## config.mk

```make
export PLATFORM = sky130hd
export DESIGN_NAME = chip_bus_arbiter
export DESIGN_NICKNAME = d
export VERILOG_FILES = /design/src/rtl/chip_bus_arbiter.sv
export SDC_FILE = /design/constraint.sdc
export NUM_CORES = 1
export LEC_CHECK = 0
export CAP_MARGIN = 25
export CORE_MARGIN = 10
export CORE_UTILIZATION = 52
export DETAILED_ROUTE_END_ITERATION = 6
export PLACE_DENSITY = 0.78
export SYNTH_ARGS = -nofsm -noshare
export SYNTH_HDL_FRONTEND = slang
export SYNTH_SLANG_ARGS = --single-unit
export TNS_END_PERCENT = 20
```

## constraint.sdc

```tcl
create_clock -name clk_i -period 2.3 [get_ports clk_i]
set_clock_uncertainty 0.15 [all_clocks]
set_input_delay 0.46 -clock clk_i [delete_from_list [all_inputs] [get_ports clk_i]]
set_output_delay 0.46 -clock clk_i [all_outputs]
set_load 0.01 [all_outputs]
```

## src/rtl/chip_bus_arbiter.sv

```systemverilog
// Round-robin owner sequencer for the shared chip bus. Each tenure walks
// IDLE -> GRANT (settle) -> OWN (ready) -> TURN (bus released for one cycle).
// The TURN cycle keeps two inout data drivers from ever overlapping.
module chip_bus_arbiter #(
  parameter int unsigned NUM_REQ  = 4,
  parameter int unsigned MAX_HOLD = 16,
  localparam int unsigned IdW     = (NUM_REQ > 1) ? $clog2(NUM_REQ) : 1,
  localparam int unsigned CntW    = $clog2(MAX_HOLD + 1)
) (
  input  logic               clk_i,
  input  logic               rst_i,
  input  logic [NUM_REQ-1:0] req_i,
  input  logic [NUM_REQ-1:0] done_i,
  output logic [NUM_REQ-1:0] grant_o,
  output logic               ready_o,
  output logic               busy_o,
  output logic [IdW-1:0]     owner_id_o,
  output logic               timeout_o
);

  typedef enum logic [1:0] {StIdle, StGrant, StOwn, StTurn} state_e;

  state_e             state_q, state_d;
  logic [NUM_REQ-1:0] grant_q, grant_d;
  logic               ready_q, ready_d;
  logic               timeout_q, timeout_d;
  logic [IdW-1:0]     owner_q, owner_d;
  logic [IdW-1:0]     last_q, last_d;
  logic [CntW-1:0]    cnt_q, cnt_d;

  logic               pick_found;
  logic [IdW-1:0]     pick_idx;
  logic [IdW-1:0]     cand_idx;
  int unsigned        cand;

  logic               own_req;
  logic               own_done;
  logic               hold_hit;

  // Only the current owner's request/done bits matter; non-owner done is noise.
  assign own_req  = req_i[owner_q];
  assign own_done = done_i[owner_q];
  assign hold_hit = (cnt_q == CntW'(MAX_HOLD));

  // Round-robin pick: first set request searching upward from last+1, wrapping.
  always_comb begin
    pick_found = 1'b0;
    pick_idx   = '0;
    cand       = 0;
    cand_idx   = '0;
    for (int unsigned i = 1; i <= NUM_REQ; i++) begin
      cand     = (32'(last_q) + i) % NUM_REQ;
      cand_idx = IdW'(cand);
      if (!pick_found && req_i[cand_idx]) begin
        pick_found = 1'b1;
        pick_idx   = cand_idx;
      end
    end
  end

  // Next-state and registered-output logic for the tenure sequencer.
  always_comb begin
    state_d   = state_q;
    grant_d   = grant_q;
    ready_d   = ready_q;
    timeout_d = 1'b0;
    owner_d   = owner_q;
    last_d    = last_q;
    cnt_d     = cnt_q;
    unique case (state_q)
      StIdle: begin
        if (pick_found) begin
          grant_d           = '0;
          grant_d[pick_idx] = 1'b1;
          owner_d           = pick_idx;
          last_d            = pick_idx;
          state_d           = StGrant;
        end
      end
      StGrant: begin
        if (own_req) begin
          ready_d = 1'b1;
          cnt_d   = CntW'(1);
          state_d = StOwn;
        end else begin
          // Owner withdrew during the settle cycle: release without ever going ready.
          grant_d = '0;
          state_d = StTurn;
        end
      end
      StOwn: begin
        if (own_done || !own_req || hold_hit) begin
          // Timeout only when the hold limit alone forced the release.
          timeout_d = hold_hit && !own_done && own_req;
          grant_d   = '0;
          ready_d   = 1'b0;
          cnt_d     = '0;
          state_d   = StTurn;
        end else if (cnt_q != '1) begin
          cnt_d = cnt_q + 1'b1;
        end
      end
      StTurn: begin
        state_d = StIdle;
      end
      default: begin
        state_d = StIdle;
        grant_d = '0;
        ready_d = 1'b0;
      end
    endcase
  end

  // State register with synchronous active-high reset; reset mid-tenure skips TURN.
  always_ff @(posedge clk_i) begin
    if (rst_i) begin
      state_q   <= StIdle;
      grant_q   <= '0;
      ready_q   <= 1'b0;
      timeout_q <= 1'b0;
      owner_q   <= '0;
      last_q    <= IdW'(NUM_REQ - 1);
      cnt_q     <= '0;
    end else begin
      state_q   <= state_d;
      grant_q   <= grant_d;
      ready_q   <= ready_d;
      timeout_q <= timeout_d;
      owner_q   <= owner_d;
      last_q    <= last_d;
      cnt_q     <= cnt_d;
    end
  end

  assign grant_o    = grant_q;
  assign ready_o    = ready_q;
  assign busy_o     = (state_q != StIdle);
  assign owner_id_o = owner_q;
  assign timeout_o  = timeout_q;

endmodule
```

==> results.cfg, run 1 <==
[pwr]
switching_share_pct = 39.5
p_leak_nw = 0.611
ir_drop_v = 0.000715
p_comb_share_pct = 55.4
total_power_mw = 1.43
clkPwrFrac_pct = 11.8
power_frac_seq_pct = 32.8
switching_power_mw = 0.563
p_int_mw = 0.863
powerDensity_nw_per_um2 = 972

[drt]
detail_route.first_pass.iterations = 4
wl_per_cell_um = 14.2
drt-total-wl_um = 2720
via_per_inst = 5.53
ant_nets = 0
drtIter0Drc = 49
drcViolationCount = 0
vias = 1056

[timing]
maxSlewHeadroom_pct = 72.6
setup_tns_ns = 0
worst_slew_pin_slew_ns = 0.408
period_share_pct = 92.4
finalSetupViolCount = 0
fmax_mhz = 471
fin_crit_ns = 2.12
rsz0062_at_grt = false
worst_hold_slack_ns = 0.334
finalHoldViolations = 0
drv_slew = 0

[floorplan]
floorplan.initialDensity_pct = 55.9
dieWidth_um = 66.4
die_h_um = 66.4
coreArea_um2 = 2000
rows = 16
dieArea_um2 = 4410
num_io_pins = 19

[logic_synthesis]
yosys_warnings = 0
yosys_register_bits = 17
ys.flop_type = dfxtp_1
synth-edff-count = 0
synth-seq-area-share_pct = 30.4
syn_nets = 146
async_reset_ff_share_pct = 0
synth_cell_types = 38
syn_inst = 128
synth_area_per_cell_um2 = 8.75
netlist_area_um2 = 1120

[global_route]
grt_max_degree = 17
track_usage_pct = 13.1
grt_first_pass_wirelength_um = 4570
antenna_found_initial = 0
overflow = 0
grt_pass1_vias = 1033

[clock_tree]
cts_root_buf = clkbuf_4
cts.htree.levels = 1
cts.sinks = 17
clk_pin_slew_ns = 0.11
cts_buffers = 3
cts_setup_buffers = 0
tritoncts = done
insertion_delay_ns = 0.31
clock_path_buffers = 2

[placement]
numPortBuffers = 18
post-dp-hpwl_um = 2210
gp_congestion = 0.779

[worst_hold_path]
hold_class = reg2reg
whs_path_depth = 2

[worst_setup_path]
critPathKind = reg2reg
crit_family = compound AO/OA/AOI/OAI gates
reg2reg_depth = 9
cp.arrival_ns = 2.19
cp.required_ns = 2.37
path_depth = 9
path_cells = inv_1, ha_1, nand4bb_1, nand4bb_2, buf_4, a21oi_1, buf_4, o21a_1, a311oi_1
worst_setup_path_start_kind = flip-flop
setup.worst_path.end_class = flip-flop
slowest_stage = dfxtp_1
path_buf_inv = 3
cp_max_fo = 4
critPathMaxStageDelay_ns = 0.34
cpMostUsedCell = buf_4

[final_layout]
nNetsFinal = 183
drive_gt1_share_pct = 18.3
nFillCells = 164
n_antenna_cell = 0
syn2layout_area_growth_pct = 31.1
final_util_pct = 73.3

[run]
max_cap_viol_count = 0

[outcome]
status = finished clean
-- cell usage after synthesis, drive strengths merged, types with 2 or more instances --
| library cell | number | area (µm²) |
|---|---|---|
| dfxtp | 17 | 340 |
| nor2 | 12 | 45.0 |
| nand2 | 10 | 37.5 |
| a21oi | 9 | 45.0 |
| mux2i | 9 | 93.8 |
| nand2b | 9 | 56.3 |
| ha | 8 | 100 |
| inv | 8 | 30.0 |
| nand3 | 5 | 30.0 |
| o21ai | 5 | 25.0 |
| nor2b | 4 | 25.0 |
| nor3 | 4 | 20.0 |
| mux2 | 3 | 41.3 |
| a31oi | 2 | 12.5 |
| clkbuf | 2 | 7.51 |
| nand4 | 2 | 12.5 |
| nand4bb | 2 | 27.5 |
| o21a | 2 | 15.0 |
-- routing by layer --
layer	wire (µm)	part of all wire [%]	vias up	GRT usage [%]
li1	-	-	528	-
met3	194	7.1	6	6.27
met1	1040	38	495	12.3
met4	48	1.8	0	3.93
met5	0	0	-	0
met2	1440	53	27	24.4
-- path summary, 6_finish.rpt --
path | startpoint | to | slack [ns]
max | cnt_q[0] | cnt_q[0] | 0.18
min | ready_o | ready_o | 0.33
max reg2reg | cnt_q[0] | cnt_q[0] | 0.18
min reg2reg | ready_o | ready_o | 0.33
-- layout make-up --
cell class / instances / area, µm² / area share, %
well taps: 27 / 33.8 / 2.30
inverters: 8 / 30.0 / 2.05
repair buffers: 35 / 307 / 20.9
clock buffers: 4 / 26.3 / 1.79
multi-input cells: 100 / 731 / 49.8
flip-flops and latches: 17 / 340 / 23.2
-- power by group through the flow --
| stage | logic, mW | registers, mW | clock network, mW |
|---|---|---|---|
| after floorplan | 0.500 | 0.465 | 0 |
| after global placement | 0.764 | 0.467 | 0 |
| after detailed placement | 0.800 | 0.473 | 0 |
| after CTS | 0.795 | 0.468 | 0.171 |
| after global routing | 0.880 | 0.488 | 0.186 |
| final | 0.790 | 0.467 | 0.169 |
-- logic make-up (layout without fill, tap and decap cells) --
kind of cell,Yosys count,count (layout),synth area share [%]
compound gates,24,24,14.0
fa+ha+maj,8,8,8.94
buf+inv,11,47,4.36
flops,17,17,30.4
mux,13,13,14.1
simple gates,55,55,28.3
-- worst reg2reg max path, stage by stage (launching register included) --
cell and delay, ns:
dfxtp_1 0.34, inv_1 0.11, ha_1 0.17, nand4bb_1 0.25, nand4bb_2 0.22, buf_4 0.14, a21oi_1 0.07, buf_4 0.14
o21a_1 0.18, a311oi_1 0.27
-- cells in the final DEF (no fill, tap or decap), drive strengths merged --
cell type / count
nor3b: 1
or3: 1
mux2i: 9
nand2: 10
a31oi: 2
nand4: 2
nor2: 12
nand3b: 1
nand4b: 1
a21oi: 9
mux4: 1
clkbuf: 4
and3b: 1
nor3: 4
nand3: 5
a211o: 1
mux2: 3
a311oi: 1
o21bai: 1
dlygate4sd2: 1
inv: 8
ha: 8
o21a: 2
dfxtp: 17
clkdlybuf4s50: 17
a21o: 1
and3: 1
nand2b: 9
nor4: 1
nand4bb: 2
o221ai: 1
buf: 17
o21ai: 5
nor2b: 4
a2111oi: 1
-- stage by stage --
step | instance area [µm²] | std cells | setup slack, ns
2_1_floorplan | 1120 | 128 | 0.319
3_3_place_gp | 1440 | 187 | -0.0540
6_report | 1470 | 191 | 0.175
5_1_grt | 1470 | 191 | 0.0213
4_1_cts | 1470 | 191 | 0.178
3_5_place_dp | 1440 | 187 | -0.108
-- what timing repair did --
| item | 4_1_cts | 5_1_grt |
|---|---|---|
| endpoints found under the setup margin | 1 | 0 |
| hold buffers | 0 | 0 |
| endpoints found under the hold margin | 0 | 0 |
| resized for setup | 1 | 0 |
-- state kept, by name, summed over array words and instances (netlist names) --
signal      count
timeout_o       1
ready_o         1
grant_o         4
cnt_q           5
state_q         2
last_q          2
owner_id_o      2
Power figures use the tool's default switching activity.
==> run 2, diff against run 1 <==
- CORE_UTILIZATION: 52 -> 47
- PLACE_DENSITY: 0.78 -> 0.75
- clock period: 2.3 -> 1.9 ns (I/O delays scaled with it)
==> run 2 against run 1 <==
Routed wire length grew 14%; clock-buffer cell count stayed put; global-route usage increased by 1.0 points; non-clock buffer count up 15; utilization rose by 1.6 points; design area rose by 14%; final cell count increased by 8.4%; critical path depth fell by 1; sequential share of layout area fell by 2.6 points; critical endpoint is now cnt_q[1]; largest cell class unchanged; largest power group unchanged.
==> results.cfg, run 2 (synthesis results as in run 1) <==
[worst_setup_path]
path_cells = clkdlybuf4s50_1, mux2i_2, nand4bb_4, buf_4, a21oi_2, buf_4, o21ai_1, a21oi_1
cp_max_fo = 3
reg2reg_depth = 7
critPathMaxStageDelay_ns = 0.42
cp.arrival_ns = 1.95
reg2reg_slack_ns = 0.04
cpMostUsedCell = buf_4
r2r-start = owner_id_o[1]
setup.worst_path.end_class = flip-flop
worst_setup_path_start_kind = primary input
critPathKind = in2reg
r2r-end = cnt_q[1]
cp.required_ns = 1.98
slowest_stage = clkdlybuf4s50_1

[pwr]
ir_drop_v = 0.000853
p_leak_nw = 0.700
total_power_mw = 1.95
powerDensity_nw_per_um2 = 1170

[timing]
fin_crit_ns = 1.87
rsz0062_at_grt = true
drv_slew = 0
finalSetupViolCount = 0
finalHoldViolations = 0
layout_setup_ws_ns = 0.0324
fmax_mhz = 535
period_share_pct = 98.3
worst_slew_pin_slew_ns = 0.317
maxSlewHeadroom_pct = 78.3

[worst_hold_path]
whs_path_depth = 2
hold_class = reg2reg
hp-start = grant_o[1]
worstHoldEndpoint = grant_o[1]

[final_layout]
largest-register = cnt_q
nNetsFinal = 198
n_antenna_cell = 0
drive_gt1_share_pct = 33.5
final_util_pct = 75.0
final_common_cell = buf_4
syn2layout_area_growth_pct = 49.5
stdcell_area_um2 = 1670
layout.cells.non_filler = 207
largest_register_ffs = 5
mostFrequentLayoutCells = 32 x buf_4, 15 x dfxtp_1, 13 x clkdlybuf4s50_1

[run]
max_cap_viol_count = 0

[clock_tree]
tritoncts = done
cts.htree.levels = 1
hold_buffers = 0
clock_path_buffers = 2
insertion_delay_ns = 0.30
cts_buffers = 3
cts.sinks = 17
clk_pin_slew_ns = 0.10
cts_root_buf = clkbuf_4

[floorplan]
dieArea_um2 = 4730
coreArea_um2 = 2230
die_h_um = 68.8
dieWidth_um = 68.8
floorplan.initialDensity_pct = 50.1
rows = 17
num_io_pins = 19

[drt]
vias = 1122
drcViolationCount = 0
ant_nets = 0
drt-total-wl_um = 3100
via_per_inst = 5.42
detail_route.first_pass.iterations = 4
drtIter0Drc = 31
wl_per_cell_um = 15.0

[placement]
post-dp-hpwl_um = 2330
gp_congestion = 0.795
dp_slack_ns = -0.404
numPortBuffers = 18
place_area_um2 = 1550
placedCellCount = 202

[global_route]
overflow = 0
grt_max_degree = 14
track_usage_pct = 14.1
grt_first_pass_wirelength_um = 5180
grt_pass1_vias = 1184
antenna_found_initial = 0

[outcome]
status = finished clean
[run 2: cell count changes in the layout (fill, tap and decap cells not counted), moves of 2 or more]
cell,previous run,this run
inv_1,8,6
a21oi_1,9,7
a21oi_2,0,2
ha_2,0,2
nand4bb_4,0,2
ha_1,8,5
buf_4,17,32
dfxtp_1,17,15
clkdlybuf4s50_1,17,13
inv_2,0,2
dlygate4sd2_1,1,4
[run 2: worst max-delay path by stage]
stage                  start    endpoint  cells past startpoint
6_report           done_i[2]    cnt_q[1]                      8
5_1_grt             cnt_q[0]     ready_o                      8
4_1_cts           state_q[1]      busy_o                      4
3_5_place_dp        req_i[2]  grant_o[2]                      4
3_3_place_gp        req_i[3]  grant_o[2]                      4
2_1_floorplan  owner_id_o[0]  grant_o[2]                      3
[run 2: layout make-up]
class	instances	area (µm²)
Timing Repair Buffer	50	410
Clock buffer	4	26.3
Sequential cell	17	345
Fill cell	174	559
Tap cell	28	35.0
Multi-Input combinational cell	100	827
Inverter	8	30.0
[run 2: per-layer routing]
layer  vias to the layer above  global-route usage (%)  wire (µm)
met5                         -                       0          0
met4                         0                    2.96         51
met3                         8                    6.12        166
met2                        24                    26.4       1690
met1                       535                    14.2       1190
li1                        555                       -          -
[run 2: critical path: cells and delay by family]
| kind | cells | cell delay (ns) |
|---|---|---|
| buffers and inverters | 3 | 0.72 |
| AOI/OAI and AO/OA | 3 | 0.40 |
| muxes | 1 | 0.30 |
| and+or+nand+nor | 1 | 0.14 |
[run 2: report_power, final]
group / switching (mW) / internal [mW]
registers: 0.0976 / 0.465
clock network: 0.117 / 0.0819
logic: 0.546 / 0.646
[run 2: timing repair]
action	4_1_cts	5_1_grt
gates resized for setup	10	14
setup buffers	0	1
cloned	0	0
pin swaps	1	2
setup endpoints to repair	12	12
[run 2: stage by stage]
stage               TNS [ns]  hold WS (ns)
CTS                        0         0.335
global placement       -4.30         0.315
finish                     0         0.335
floorplan                  0         0.326
detailed placement     -5.08         0.320
global route          -0.218         0.365
==> edit, RTL diff (flow settings as in run 1) <==
Reset style: asynchronous (`rst_i`), changed in one clocked block. Comments in the files are not updated.
--- a/src/rtl/chip_bus_arbiter.sv
+++ b/src/rtl/chip_bus_arbiter.sv
@@ -114,3 +114,3 @@
   // State register with synchronous active-high reset; reset mid-tenure skips TURN.
-  always_ff @(posedge clk_i) begin
+  always_ff @(posedge clk_i or posedge rst_i) begin
     if (rst_i) begin
Behaviour: differs if rst_i is asserted again (counterexample within 4 cycles, from zero or initial values and one cycle with rst_i high); with rst_i held inactive, the same outputs for 10 cycles.
==> edit against run 1 <==
Area after synthesis down 3.1%. Global-route usage down 0.78 points. Routed wire length down 4.4%. Worst hold slack better by 44 ps. Setup slack worse by 130 ps. Critical path type is now in2reg. Power up 21%. Final area down 0.60%. Sequential cell count unchanged. Highest routed layer unchanged. Critical path depth down 2.
==> edit: results (changes against run 1) <==
The flow ran to the end, and the final reports show no timing, DRC or antenna violations. Counting instances in the post-synthesis netlist gives the leading cell types as sky130_fd_sc_hd__dfrtp_1 (15), sky130_fd_sc_hd__inv_1 (11), sky130_fd_sc_hd__a21oi_1 (8), sky130_fd_sc_hd__ha_1 (8), sky130_fd_sc_hd__nor2_1 (8). The data-path buffer share of cell area in the final layout is 21.3% (+0.38 points). The layout multi-input combinational cell count is 77 (-23%). The sequential portion of the cell area came out at 29.3% (+6.1 points). The met1 routed wirelength after detailed routing is 1.15 mm (+11%). The global routing usage summed across all routing layers came to 12.3% (-0.78 points). The number of logic inverters in the finished layout is 11 (+3). The first-pass GRT wire length came to 4.17 mm (-8.6%). The peak fanout along the critical path is 5 (+1). The via count of the routed design is 979 (-7.3%). The iteration-0 DRC count of the detailed router was 42 (-14%). The placed cell count is 165 (-12%). The synthesized netlist net count is 123 (-16%).

The data arrival time of the critical path is 2290 ps (+100 ps). The clock buffer instance count of the final layout came out at 3 (-1). The setup slack at placement came out at -324 ps (-216 ps). The reported net switching power is 0.707 mW (+26%). The endpoint identified for the worst register-to-register timing path is grant_o[2].

The min-delay analysis places its worst path in the category in2async. The count of unique library cells instantiated by Yosys is 32 (-16%). The fraction of layout cells with a size suffix above 1 is 21.5% (+3.2 points).

The largest net degree at the start of global routing is 18 (+1). The multi-input combinational area share is 42.4% (-7.4 points). The worst register-to-register path begins at cnt_q[0]. The met3 layer wire length in the routed design is 189 um (-2.6%). The count of filler cells inserted in the layout is 141 (-14%). The highest ir drop seen on vdd came to 0.772 mV (+8.0%). The async set-or-reset flop fraction in the synthesized netlist is 100% (+100 points). The minimum setup slack among reg-to-reg paths came out at 70 ps (-110 ps). The post-synthesis sequential area ratio is 39.4% (+9.1 points). The met2 layer wire length in the routed design came out at 1.21 mm (-16%). The worst-case headroom to the max-slew limit came out at 56.4% (-16 points).

Ranked by total cell area, the synthesized netlist is headed by sky130_fd_sc_hd__dfrtp_1 (35%), sky130_fd_sc_hd__ha_1 (9.2%), sky130_fd_sc_hd__dfstp_2 (4.8%). The via count of the first global-routing pass is 933 (-9.7%).
[edit: cell families after synthesis]
family	Yosys count	share of synthesized area [%]
AOI/OAI and AO/OA	35	22.0
and+or+nand+nor	28	17.0
DFF	17	39.4
buffers and inverters	11	3.81
adders and majority gates	8	9.23
muxes	6	8.54
[edit: timing repair]
| item | in CTS | in global routing |
|---|---|---|
| setup buffers | 1 | 1 |
| endpoints found under the setup margin | 1 | 3 |
| pin swaps | 0 | 2 |
| hold endpoints to repair | 0 | 0 |
| gates resized for setup | 0 | 3 |
[edit: metrics by stage]
step | utilization [%] | setup TNS (ps) | area, sq um
finish | 73.6 | 0 | 1460
global route | 73.6 | -30.4 | 1460
CTS | 73.0 | 0 | 1450
detailed placement | 71.2 | -2090 | 1410
global placement | 71.2 | -1650 | 1410
floorplan | - | 0 | 1080
[edit: metal layers]
| layer | vias to the layer above | track usage [%] |
|---|---|---|
| met1 | 461 | 15.2 |
| met3 | 7 | 4.41 |
| met5 | - | 0 |
| met4 | 0 | 5.88 |
| met2 | 38 | 18.6 |
| li1 | 473 | - |
[edit: worst max-delay path: stages]
cell,delay [ps]
sky130_fd_sc_hd__clkdlybuf4s50_1,430
sky130_fd_sc_hd__mux4_2,480
sky130_fd_sc_hd__buf_4,170
sky130_fd_sc_hd__nand4b_1,180
sky130_fd_sc_hd__buf_4,170
sky130_fd_sc_hd__nand2b_4,50
sky130_fd_sc_hd__o41ai_1,350
[edit: worst max path at each step]
| stage | startpoint | end |
|---|---|---|
| floorplan | owner_id_o[0] | grant_o[0] |
| global placement | req_i[3] | grant_o[0] |
| detailed placement | req_i[2] | grant_o[2] |
| CTS | state_q[1] | busy_o |
| global route | cnt_q[0] | grant_o[2] |
| finish | req_i[0] | grant_o[2] |
